File: src/rtl/clock_reset_supervisor.sv
// Clock/reset supervisor: pulses PLL/DCM resets, qualifies lock stability, releases
// domain resets in index order, re-sequences on loss of lock and latches a fault after repeated timeouts.
module clock_reset_supervisor #(
    parameter int N_PLL         = 2,
    parameter int RST_CYCLES    = 16,
    parameter int LOCK_TIMEOUT  = 65536,
    parameter int STABLE_CYCLES = 1024,
    parameter int SEQ_GAP       = 8,
    parameter int MAX_RETRY     = 7,
    parameter int CNT_W         = 20
) (
    input  logic             clk,
    input  logic             rst_n,
    input  logic [N_PLL-1:0] lock_in,
    input  logic             force_reset,
    output logic [N_PLL-1:0] pll_rst,
    output logic [N_PLL-1:0] domain_rst,
    output logic             all_ready,
    output logic             fault,
    output logic [3:0]       retry_count,
    output logic [7:0]       lol_count,
    output logic [2:0]       state_dbg
);

    typedef enum logic [2:0] {
        S_RESET_PLL = 3'd0,
        S_WAIT_LOCK = 3'd1,
        S_STABLE    = 3'd2,
        S_RELEASE   = 3'd3,
        S_RUN       = 3'd4,
        S_FAULT     = 3'd5
    } state_e;

    localparam logic [CNT_W-1:0] RST_LAST     = CNT_W'(RST_CYCLES - 1);
    localparam logic [CNT_W-1:0] TIMEOUT_LAST = CNT_W'(LOCK_TIMEOUT - 1);
    localparam logic [CNT_W-1:0] STABLE_LAST  = CNT_W'(STABLE_CYCLES - 1);
    localparam logic [CNT_W-1:0] GAP_LAST     = CNT_W'(SEQ_GAP - 1);
    localparam logic [3:0]       RETRY_LIMIT  = 4'(MAX_RETRY);
    localparam logic [N_PLL-1:0] ALL_ONES     = '1;

    logic [N_PLL-1:0] sync1_q, sync2_q;
    logic             lk;

    state_e           state_q;
    logic [CNT_W-1:0] cnt_q;
    logic [N_PLL-1:0] pll_rst_q;
    logic [N_PLL-1:0] domain_rst_q;
    logic             all_ready_q;
    logic             fault_q;
    logic [3:0]       retry_q;
    logic [7:0]       lol_q;
    logic [3:0]       retry_inc;

    // NOTE: non-blocking assignments make sync2_q sample the old sync1_q, giving two real flop stages.
    always_ff @(posedge clk or negedge rst_n) begin
        if (!rst_n) begin
            sync1_q <= '0;
            sync2_q <= '0;
        end else begin
            sync1_q <= lock_in;
            sync2_q <= sync1_q;
        end
    end

    assign lk        = &sync2_q;
    assign retry_inc = retry_q + 4'd1;

    always_ff @(posedge clk or negedge rst_n) begin
        if (!rst_n) begin
            state_q      <= S_RESET_PLL;
            cnt_q        <= '0;
            pll_rst_q    <= '1;
            domain_rst_q <= '1;
            all_ready_q  <= 1'b0;
            fault_q      <= 1'b0;
            retry_q      <= '0;
            lol_q        <= '0;
        end else if (force_reset) begin
            state_q      <= S_RESET_PLL;
            cnt_q        <= '0;
            pll_rst_q    <= '1;
            domain_rst_q <= '1;
            all_ready_q  <= 1'b0;
            fault_q      <= 1'b0;
            retry_q      <= '0;
        end else begin
            case (state_q)
                S_RESET_PLL: begin
                    if (cnt_q == RST_LAST) begin
                        state_q   <= S_WAIT_LOCK;
                        cnt_q     <= '0;
                        pll_rst_q <= '0;
                    end else begin
                        cnt_q <= cnt_q + CNT_W'(1);
                    end
                end
                S_WAIT_LOCK: begin
                    if (lk) begin
                        state_q <= S_STABLE;
                        cnt_q   <= '0;
                    end else if (cnt_q == TIMEOUT_LAST) begin
                        retry_q <= retry_inc;
                        cnt_q   <= '0;
                        if (retry_inc == RETRY_LIMIT) begin
                            state_q      <= S_FAULT;
                            fault_q      <= 1'b1;
                            domain_rst_q <= '1;
                        end else begin
                            state_q   <= S_RESET_PLL;
                            pll_rst_q <= '1;
                        end
                    end else begin
                        cnt_q <= cnt_q + CNT_W'(1);
                    end
                end
                S_STABLE: begin
                    if (!lk) begin
                        state_q <= S_WAIT_LOCK;
                        cnt_q   <= '0;
                    end else if (cnt_q == STABLE_LAST) begin
                        state_q      <= S_RELEASE;
                        cnt_q        <= '0;
                        domain_rst_q <= ALL_ONES << 1;
                    end else begin
                        cnt_q <= cnt_q + CNT_W'(1);
                    end
                end
                S_RELEASE: begin
                    // Releases walk a zero up from bit 0; the top bit clearing marks the sequence done.
                    if (!lk) begin
                        state_q      <= S_RESET_PLL;
                        cnt_q        <= '0;
                        pll_rst_q    <= '1;
                        domain_rst_q <= '1;
                    end else if (!domain_rst_q[N_PLL-1]) begin
                        state_q     <= S_RUN;
                        cnt_q       <= '0;
                        all_ready_q <= 1'b1;
                    end else if (cnt_q == GAP_LAST) begin
                        cnt_q        <= '0;
                        domain_rst_q <= domain_rst_q << 1;
                    end else begin
                        cnt_q <= cnt_q + CNT_W'(1);
                    end
                end
                S_RUN: begin
                    if (!lk) begin
                        state_q      <= S_RESET_PLL;
                        cnt_q        <= '0;
                        pll_rst_q    <= '1;
                        domain_rst_q <= '1;
                        all_ready_q  <= 1'b0;
                        retry_q      <= '0;
                        if (lol_q != 8'hFF) lol_q <= lol_q + 8'd1;
                    end
                end
                S_FAULT: begin
                    pll_rst_q    <= '0;
                    domain_rst_q <= '1;
                    fault_q      <= 1'b1;
                end
                default: begin
                    state_q      <= S_RESET_PLL;
                    cnt_q        <= '0;
                    pll_rst_q    <= '1;
                    domain_rst_q <= '1;
                    all_ready_q  <= 1'b0;
                    fault_q      <= 1'b0;
                end
            endcase
        end
    end

    assign pll_rst     = pll_rst_q;
    assign domain_rst  = domain_rst_q;
    assign all_ready   = all_ready_q;
    assign fault       = fault_q;
    assign retry_count = retry_q;
    assign lol_count   = lol_q;
    assign state_dbg   = state_q;

endmodule
File: config.mk
export PLATFORM = sky130hd
export DESIGN_NAME = clock_reset_supervisor
export DESIGN_NICKNAME = d
export VERILOG_FILES = /design/src/rtl/clock_reset_supervisor.sv
export SDC_FILE = /design/constraint.sdc
export NUM_CORES = 1
export LEC_CHECK = 0
export ABC_AREA = 0
export CORE_ASPECT_RATIO = 1.25
export CORE_MARGIN = 10
export CORE_UTILIZATION = 30
export DETAILED_ROUTE_END_ITERATION = 16
export GPL_ROUTABILITY_DRIVEN = 0
export PLACE_DENSITY = 0.54
export SLEW_MARGIN = 20
export SYNTH_ARGS = -nofsm -noshare
export SYNTH_HDL_FRONTEND = slang
export SYNTH_SLANG_ARGS = --single-unit
File: constraint.sdc
create_clock -name clk -period 2.6 [get_ports clk]
set_input_delay 0.39 -clock clk [delete_from_list [all_inputs] [get_ports clk]]
set_output_delay 0.39 -clock clk [all_outputs]
set_load 0.05 [all_outputs]
* Yosys cells after proc, flatten, opt, wreduce, memory -nomap -nowiden
Cells that the tools add are included.
** Cells by class
- Equal/unequal tests :: 32
- Add/subtract/negate cells :: 3
- Reduce and logical (&&, ||, !) cells :: 15
- Bitwise operators :: 2
- Muxes and demuxes :: 54
** Operators by type and width (count)
- 20-bit 2-to-1 mux :: 10
- 20-bit case mux with 6 select lines :: 1
- 3-bit != test (second input constant) :: 11
- 2-bit 2-to-1 mux :: 15
- 3-bit 2-to-1 mux :: 10
- 20-bit by 1-bit adder with 20-bit output (second input constant) :: 1
- 20-bit by 10-bit == test with 1-bit output (second input constant) :: 1
- 20-bit by 16-bit == test with 1-bit output (second input constant) :: 1
- 20-bit by 3-bit == test with 1-bit output (second input constant) :: 1
- 20-bit by 4-bit == test with 1-bit output (second input constant) :: 1
- 4-bit != test (second input constant) :: 5
- 2-bit case mux with 5 select lines :: 2
- 3-bit case mux with 6 select lines :: 1
- 4-bit 2-to-1 mux :: 4
- 4-bit AND reduction :: 4
- 6-bit AND reduction :: 2
- 9-bit AND reduction :: 1
- 8-bit by 1-bit adder with 8-bit output (second input constant) :: 1
- 1-bit 2-to-1 mux :: 8
- 8-bit != test (second input constant) :: 1
- 4-bit case mux with 2 select lines :: 1
- 4-bit OR reduction :: 2
- 7-bit AND reduction :: 1
- 3-bit by 2-bit == test with 1-bit output (second input constant) :: 2
- 12 further kinds :: 19
** Word-level totals
- Flip-flop bits (word level) :: 45
- Word-level logic and storage cells :: 117

* Longest topological paths before layout
Gate-level depths: netlist (run 1).
- Depth in word-level cells :: 7
- Mapped depth :: 8
- Gate-level depth less buffers :: 7

* Worst setup path after synthesis (run 1)
OpenSTA, ideal clock, no wires.
- Path type :: flip-flop to flip-flop
- Start :: register cnt_q[8]
- End :: register cnt_q[16]
- Data arrival time :: 2446 ps
- Stages on the path, launching flop included :: 8
- Path buffers :: 1
- Path slack :: 19 ps
- Path through :: dfrtp_1 -> or4_1 -> or4_1 -> o31a_1 -> a211o_1 -> o21ai_4 -> buf_6 -> o211ai_1
** On the way
- Longest elaborated chain between the ends :: 6
- Elaborated cells on any way between the ends :: 15
** Ends and longest elaborated chain
- start: declaration :: line 45 : logic [CNT_W-1:0] cnt_q;
- start signal: assignment :: line 94 : cnt_q <= cnt_q + CNT_W'(1);
- start signal: assignment :: line 113 : cnt_q <= cnt_q + CNT_W'(1);
- start signal: assignment :: line 125 : cnt_q <= cnt_q + CNT_W'(1);
- 20-bit by 1-bit adder with 20-bit output / 20-bit by 3-bit == test with 1-bit output (equally long branches)
- 20-bit 2-to-1 mux :: line 139 : end else if (cnt_q == GAP_LAST) begin
- 20-bit 2-to-1 mux :: line 135 : end else if (!domain_rst_q[N_PLL-1]) begin
- 20-bit 2-to-1 mux :: line 130 : if (!lk) begin
- 20-bit case mux with 6 select lines (*) :: line 87 : case (state_q)
- 20-bit 2-to-1 mux (*) :: line 78 : end else if (force_reset) begin
Mark *: on every way between the ends. The rest lies on a longest branch, timed or not.
A chain may end at the register's enable or synchronous reset.

* Worst setup path after layout (run 1)
- Start :: register cnt_q[8]
- End :: register cnt_q[9]
The elaborated chain is that of the path after synthesis.

==> results of run 1 <==
power by group through the flow:
| stage | clock [mW] | combinational (mW) | sequential [mW] |
|---|---|---|---|
| global placement | 0 | 0.656 | 0.810 |
| CTS | 0.453 | 0.714 | 0.798 |
| floorplan | 0 | 0.310 | 0.912 |
| finish | 0.440 | 0.737 | 0.800 |
| detailed placement | 0 | 0.660 | 0.812 |
| global route | 0.476 | 0.796 | 0.811 |
metal layers:
metal	wire length [um]	part of all wire [%]
met1	3260	45
met2	3630	50
met3	300	4.1
met4	99	1.4
met5	0	0
synthesized netlist by cell type (4+ instances only):
cell,count
a21oi_1,5
and3_1,11
clkbuf_1,10
dfrtp_1,41
ha_1,4
inv_1,8
nand2_1,42
nand2b_1,4
nand3_1,15
nand4_1,8
nor2_1,20
nor3_1,17
nor4_1,7
o211ai_1,11
o21ai_0,23
o311ai_1,4
o31ai_1,5
or3_1,6
xnor2_1,4
xor2_1,4
area by class of cell:
| class | instances | area (um2) | area share [%] |
|---|---|---|---|
| Multi-Input combinational cell | 235 | 1460 | 44.1 |
| Sequential cell | 44 | 1100 | 33.3 |
| Timing Repair Buffer | 58 | 513 | 15.5 |
| Tap cell | 97 | 121 | 3.66 |
| Clock buffer | 6 | 72.6 | 2.19 |
| Inverter | 8 | 30.0 | 0.905 |
| Clock inverter | 2 | 12.5 | 0.377 |
final timing paths:
path                                  from       endpoint  slack (ns)  cells past startpoint
worst max register to register    cnt_q[8]       cnt_q[9]        0.04                      7
max in group asynchronous            rst_n  domain_rst[0]        1.79                      2
worst min register to register  sync1_q[1]     sync2_q[1]        0.36                      0
worst max-delay path              cnt_q[8]       cnt_q[9]        0.04                      7
worst min-delay path                 rst_n   state_dbg[1]        0.03                      1
min in group clk                sync1_q[1]     sync2_q[1]        0.36                      0
sequential cells by signal (all words and copies together), names as in the netlist:
| name | count |
|---|---|
| lol_count | 8 |
| pll_rst | 1 |
| all_ready | 1 |
| sync2_q | 2 |
| cnt_q | 20 |
| fault | 1 |
| sync1_q | 2 |
| retry_count | 4 |
| state_dbg | 3 |
| domain_rst | 2 |
through the flow:
step | TNS [ns] | total power, mW | setup WS [ns] | hold slack [ns] | area [um2]
after floorplan | 0 | 1.22 | 0.0185 | 0.0944 | 2600
after global placement | 0 | 1.47 | 0.0142 | 0.336 | 3150
after detailed placement | -0.223 | 1.47 | -0.0574 | 0.335 | 3150
after CTS | 0 | 1.96 | 0.00135 | 0.0389 | 3260
after global routing | -0.175 | 2.08 | -0.0608 | 0.0556 | 3320
final | 0 | 1.98 | 0.0386 | 0.0305 | 3320
cell families after synthesis:
logic type,after synthesis,synth area share (%)
buf+inv,22,3.71
mux,1,0.434
compound gates,76,20.3
fa+ha+maj,4,1.93
flops,44,42.6
simple gates,146,28.3
xor+xnor,8,2.70
what timing repair did:
action | 4_1_cts | 5_1_grt
endpoints found under the setup margin | 14 | 20
cloned | 1 | 0
setup buffers | 1 | 0
pin swaps | 1 | 3
resized for setup | 3 | 22
hold buffers | 0 | 0
==> insert_results.sql, run 1 <==
INSERT INTO impl_metrics (metric_group, metric, value, unit) VALUES
('finish', 'final_cell_mix', 'nand2_1 (42), dfrtp_1 (41), buf_4 (30), clkdlybuf4s50_1 (24), nor2_1 (20)', ''),
('yosys', 'postSynthAreaPerCell', '8.63', 'um2'),
('placement', 'i_o_buffers', '25', ''),
('power_and_ir_drop', 'seq_power_share', '40.4', '%'),
('die', 'die_ar', '12800', 'um2'),
('worst_setup_path', 'crit_type', 'register to register', ''),
('worst_setup_path', 'worstPathMaxFanout', '6', ''),
('die', 'die_width', '103', 'um'),
('power_and_ir_drop', 'power.density_cell_area', '596', 'nW/um2'),
('clock_network', 'clk_root_buffer_cell', 'clkbuf_8', ''),
('worst_setup_path', 'crit_buf_inv', '1', ''),
('flow_run', 'cap_viol_max_count', '0', ''),
('sta', 'period_needed', '2.56', 'ns'),
('die', 'ios', '26', ''),
('placement', 'numPlacedInstances', '440', ''),
('global_routing', 'busiest_layer', 'met2', ''),
('finish', 'drive_above_1_share', '17.0', '%'),
('worst_setup_path', 'cpLargestDelayFamily', 'simple AND/OR/NAND/NOR gates', ''),
('power_and_ir_drop', 'power.ir.vdd_worst', '0.327', 'mV'),
('yosys', 'ys_top_cells_by_area', 'dfrtp_1 (40%), nand2_1 (6.1%), o21ai_0 (4.4%)', ''),
('clock_network', 'clock_latency_reported_for_the_late_side_of_the_worst_skew_pair', '0.31', 'ns'),
('worst_setup_path', 'timing.critical_path.to_type', 'register', ''),
('sta', 'hold_viol_final', '0', ''),
('global_routing', 'global_route_wire_length_before_repair', '12.4', 'mm'),
('worst_hold_path', 'hold_class', 'input port to asynchronous set/reset pin', ''),
('clock_network', 'clkSinkCount', '44', ''),
('worst_setup_path', 'worstPathCellList', 'or4_1, or4_4, o31a_1, a211o_4, buf_6, o211ai_1, o211ai_1', ''),
('clock_network', 'numCtsBuffers', '5', ''),
('die', 'starting_density_of_the_core', '31.2', '%'),
('clock_network', 'clk_path_buf_depth', '2', ''),
('power_and_ir_drop', 'total_switching_power', '762', 'uW'),
('global_routing', 'grt_usage', '12.0', '%'),
('clock_network', 'clock_h_tree_levels', '2', ''),
('finish', 'num-nets-final', '361', ''),
('sta', 'timing.clock.skew', '0.00971', 'ns'),
('worst_setup_path', 'critical_path_required', '2.78', 'ns'),
('sta', 'worst_pin_slew', '0.606', 'ns'),
('drt', 'drtPass1Iterations', '4', ''),
('global_routing', 'globalRouteMet2Util', '20.6', '%'),
('yosys', 'synthDominantCellAreaShare', '39.5', '%'),
('yosys', 'synth.cell_area', '2600', 'um2'),
('global_routing', 'groute.layer.met3.usage', '2.99', '%'),
('yosys', 'yosys.cell_types.count', '53', ''),
('yosys', 'synth_async_sr_flop_share', '100', '%'),
('sta', 'timing.max_slew.rel_slack', '59.2', '%'),
('global_routing', 'grt_overflow_total', '0', ''),
('finish', 'diodes', '0', ''),
('yosys', 'post-synth-top-area-cell', 'dfrtp_1', ''),
('worst_setup_path', 'timing.critical_path.slowest_stage_cell', 'or4_1', ''),
('clock_network', 'cts.clk_slew.worst_paths', '0.09', 'ns'),
('drt', 'detail_route.drc_violations', '0', ''),
('worst_setup_path', 'cp-start-kind', 'register', ''),
('yosys', 'count_of_flip_flops_with_a_built_in_enable_after_synthesis', '0', ''),
('die', 'core_area', '8330', 'um2'),
('power_and_ir_drop', 'internal-power', '1.22', 'mW'),
('drt', 'vias_per_cell', '5.52', ''),
('power_and_ir_drop', 'share_clk_of_total_power', '22.3', '%'),
('global_routing', 'grt_start_max_net_pins', '26', ''),
('finish', 'stdcell_count', '450', ''),
('global_routing', 'via_count_of_the_first_global_routing_pass', '2591', ''),
('yosys', 'synth_sequential_area_ratio', '42.6', '%'),
('die', 'chipHeight', '124', 'um'),
('drt', 'ant_nets', '0', ''),
('worst_setup_path', 'crit_arrival', '2.74', 'ns'),
('finish', 'fillerInstances', '863', ''),
('drt', 'drt_initial_violations', '129', ''),
('finish', 'layout.cells.most_common', 'nand2_1', ''),
('power_and_ir_drop', 'power_switching_share', '38.5', '%'),
('yosys', 'syn_inst', '301', ''),
('outcome', 'run_status', 'finished, final reports clean', ''),
('clock_network', 'cts_tree', 'built', '');
Power figures use the tool's default switching activity.
==> inputs of run 2 (changes only) <==
--- a/config.mk
+++ b/config.mk
@@ -12,6 +12,7 @@
 export DETAILED_ROUTE_END_ITERATION = 16
 export GPL_ROUTABILITY_DRIVEN = 0
 export PLACE_DENSITY = 0.54
+export RECOVER_POWER = 50
 export SLEW_MARGIN = 20
 export SYNTH_ARGS = -nofsm -noshare
 export SYNTH_HDL_FRONTEND = slang
==> run 2 against run 1 <==
  * Critical path depth did not move
  * Core utilization about the same
  * Worst hold slack improved by 0.25 ns
  * Clock skew hardly changed
  * First-iteration DRC count unchanged
  * Combinational power about the same
==> insert_results.sql, run 2 (synthesis gave the netlist of run 1 again) <==
INSERT INTO impl_metrics (metric_group, metric, value, unit) VALUES
('global_routing', 'grt_start_max_net_pins', '26', ''),
('finish', 'stdcell_count', '450', ''),
('clock_network', 'clock_h_tree_levels', '2', ''),
('global_routing', 'via_count_of_the_first_global_routing_pass', '2591', ''),
('finish', 'fillerInstances', '863', ''),
('flow_run', 'cap_viol_max_count', '0', ''),
('sta', 'finalSetupViolCount', '0', ''),
('worst_hold_path', 'hold_class', 'input port to asynchronous set/reset pin', ''),
('power_and_ir_drop', 'internal-power', '1.21', 'mW'),
('drt', 'ant_nets', '0', ''),
('clock_network', 'clk_path_buf_depth', '2', ''),
('power_and_ir_drop', 'share_clk_of_total_power', '22.3', '%'),
('sta', 'fin_crit_sh', '98.5', '%'),
('placement', 'detailed_place.area', '3150', 'um2'),
('sta', 'setup_repair_after_global_routing_missed_its_margin', 'true', ''),
('sta', 'fin_worst_hold_slack', '0.280', 'ns'),
('die', 'core_area', '8330', 'um2'),
('sta', 'timing_max_transition_violations_final', '0', ''),
('worst_setup_path', 'crit_arrival', '2.74', 'ns'),
('outcome', 'run_status', 'finished, final reports clean', ''),
('finish', 'layout.cells.most_common', 'nand2_1', ''),
('worst_setup_path', 'cp-start-kind', 'register', ''),
('drt', 'via_count', '2480', ''),
('global_routing', 'global_route_wire_length_before_repair', '12.4', 'mm'),
('finish', 'layout-area-overhead-vs-synth', '27.6', '%'),
('placement', 'i_o_buffers', '25', ''),
('global_routing', 'm1_gr_usage', '14.3', '%'),
('drt', 'detail_route.drc_violations', '0', ''),
('drt', 'wirelength', '7.33', 'mm'),
('die', 'chipHeight', '124', 'um'),
('power_and_ir_drop', 'power.ir.vdd_worst', '0.327', 'mV'),
('global_routing', 'groute.layer.met3.usage', '2.99', '%'),
('clock_network', 'clk_root_buffer_cell', 'clkbuf_8', ''),
('sta', 'worst_pin_slew', '1.14', 'ns'),
('power_and_ir_drop', 'leakage', '1.37', 'nW'),
('global_routing', 'grt_usage', '12.0', '%'),
('placement', 'numPlacedInstances', '440', ''),
('sta', 'hold_viol_final', '0', ''),
('die', 'ios', '26', ''),
('die', 'starting_density_of_the_core', '31.2', '%'),
('die', 'die_width', '103', 'um'),
('global_routing', 'grt_overflow_total', '0', ''),
('die', 'placement_rows', '37', ''),
('sta', 'fmaxAchievable', '390', 'MHz'),
('drt', 'avgRoutedWirePerCell', '16.3', 'um'),
('global_routing', 'globalRouteMet2Util', '20.6', '%'),
('finish', 'largest-register', 'cnt_q', ''),
('power_and_ir_drop', 'total_switching_power', '764', 'uW'),
('worst_setup_path', 'crit_type', 'register to register', ''),
('finish', 'final_cell_mix', 'nand2_1 (42), dfrtp_1 (41), buf_4 (29), clkdlybuf4s50_1 (22), nor2_1 (20)', ''),
('clock_network', 'clock_latency_reported_for_the_late_side_of_the_worst_skew_pair', '0.31', 'ns'),
('drt', 'drtPass1Iterations', '4', ''),
('power_and_ir_drop', 'power.density_cell_area', '597', 'nW/um2'),
('finish', 'final_util', '39.8', '%'),
('worst_setup_path', 'timing.critical_path.to_type', 'register', ''),
('finish', 'fin_area', '3310', 'um2'),
('clock_network', 'numCtsBuffers', '5', ''),
('finish', 'num-nets-final', '361', ''),
('clock_network', 'cts_tree', 'built', ''),
('clock_network', 'clkSinkCount', '44', ''),
('global_routing', 'grt_antenna_before_repair', '0', ''),
('finish', 'largest_register_ff_count', '20', ''),
('sta', 'timing.clock.skew', '0.00978', 'ns'),
('power_and_ir_drop', 'pwr-share-comb', '37.3', '%'),
('finish', 'drive_above_1_share', '16.7', '%'),
('sta', 'timing.max_slew.rel_slack', '23.8', '%'),
('power_and_ir_drop', 'power_switching_share', '38.6', '%'),
('global_routing', 'busiest_layer', 'met2', ''),
('drt', 'drt_initial_violations', '129', ''),
('placement', 'hpwl', '5.21', 'mm'),
('die', 'die_ar', '12800', 'um2'),
('power_and_ir_drop', 'seq_power_share', '40.4', '%'),
('worst_setup_path', 'critical_path_required', '2.78', 'ns'),
('finish', 'diodes', '0', ''),
('drt', 'vias_per_cell', '5.51', ''),
('sta', 'period_needed', '2.56', 'ns'),
('worst_setup_path', 'worstPathMaxFanout', '6', ''),
('clock_network', 'cts.clk_slew.worst_paths', '0.09', 'ns');
[run 2: timing repair]
| item | CTS | global route |
|---|---|---|
| pin swaps | 1 | 3 |
| hold buffers | 0 | 0 |
| cloned | 1 | 0 |
| endpoints found under the setup margin | 14 | 20 |
| setup buffers | 1 | 0 |
| resized for setup | 3 | 22 |
[run 2: path summary, 6_finish.rpt]
| path | startpoint | end | slack [ns] | depth (start not counted) |
|---|---|---|---|---|
| hold reg to reg | sync1_q[1] | sync2_q[1] | 0.36 | 0 |
| setup / recovery | cnt_q[8] | cnt_q[9] | 0.04 | 7 |
| setup reg to reg | cnt_q[8] | cnt_q[9] | 0.04 | 7 |
| max in group asynchronous | rst_n | cnt_q[5] | 1.06 | 2 |
| min in group clk | sync1_q[1] | sync2_q[1] | 0.36 | 0 |
| hold / removal | rst_n | state_dbg[1] | 0.28 | 1 |
[run 2: layout make-up]
cell class	count	area, um2	share of cell area, %
Clock inverter	2	12.5	0.378
Timing Repair Buffer	58	509	15.4
Inverter	8	30.0	0.906
Multi-Input combinational cell	235	1460	44.1
Clock buffer	6	72.6	2.19
Sequential cell	44	1100	33.3
Tap cell	97	121	3.66
[run 2: worst max-delay path: stages, from the launching register on]
cell and delay (ns):
dfrtp_1 0.38, or4_1 0.52, or4_4 0.50, o31a_1 0.28, a211o_4 0.31, buf_6 0.15, o211ai_1 0.18, o211ai_1 0.11
[run 2: power groups by stage]
stage               clock network, mW  registers (mW)  logic (mW)
floorplan                           0           0.912       0.310
global placement                    0           0.810       0.656
detailed placement                  0           0.812       0.660
CTS                             0.453           0.798       0.714
global route                    0.476           0.811       0.794
finish                          0.440           0.800       0.738
[run 2: through the flow]
step                      total power [mW]  setup TNS [ns]  worst slack (ns)
after floorplan                       1.22               0            0.0185
after global placement                1.47               0            0.0142
after detailed placement              1.47          -0.223           -0.0574
after CTS                             1.96               0           0.00135
after global routing                  2.08          -0.175           -0.0608
final                                 1.98               0            0.0378
[run 2: per-layer routing]
metal	wire [um]	part of all wire, %
met2	3630	50
met5	0	0
met4	98	1.3
met3	340	4.6
met1	3260	44
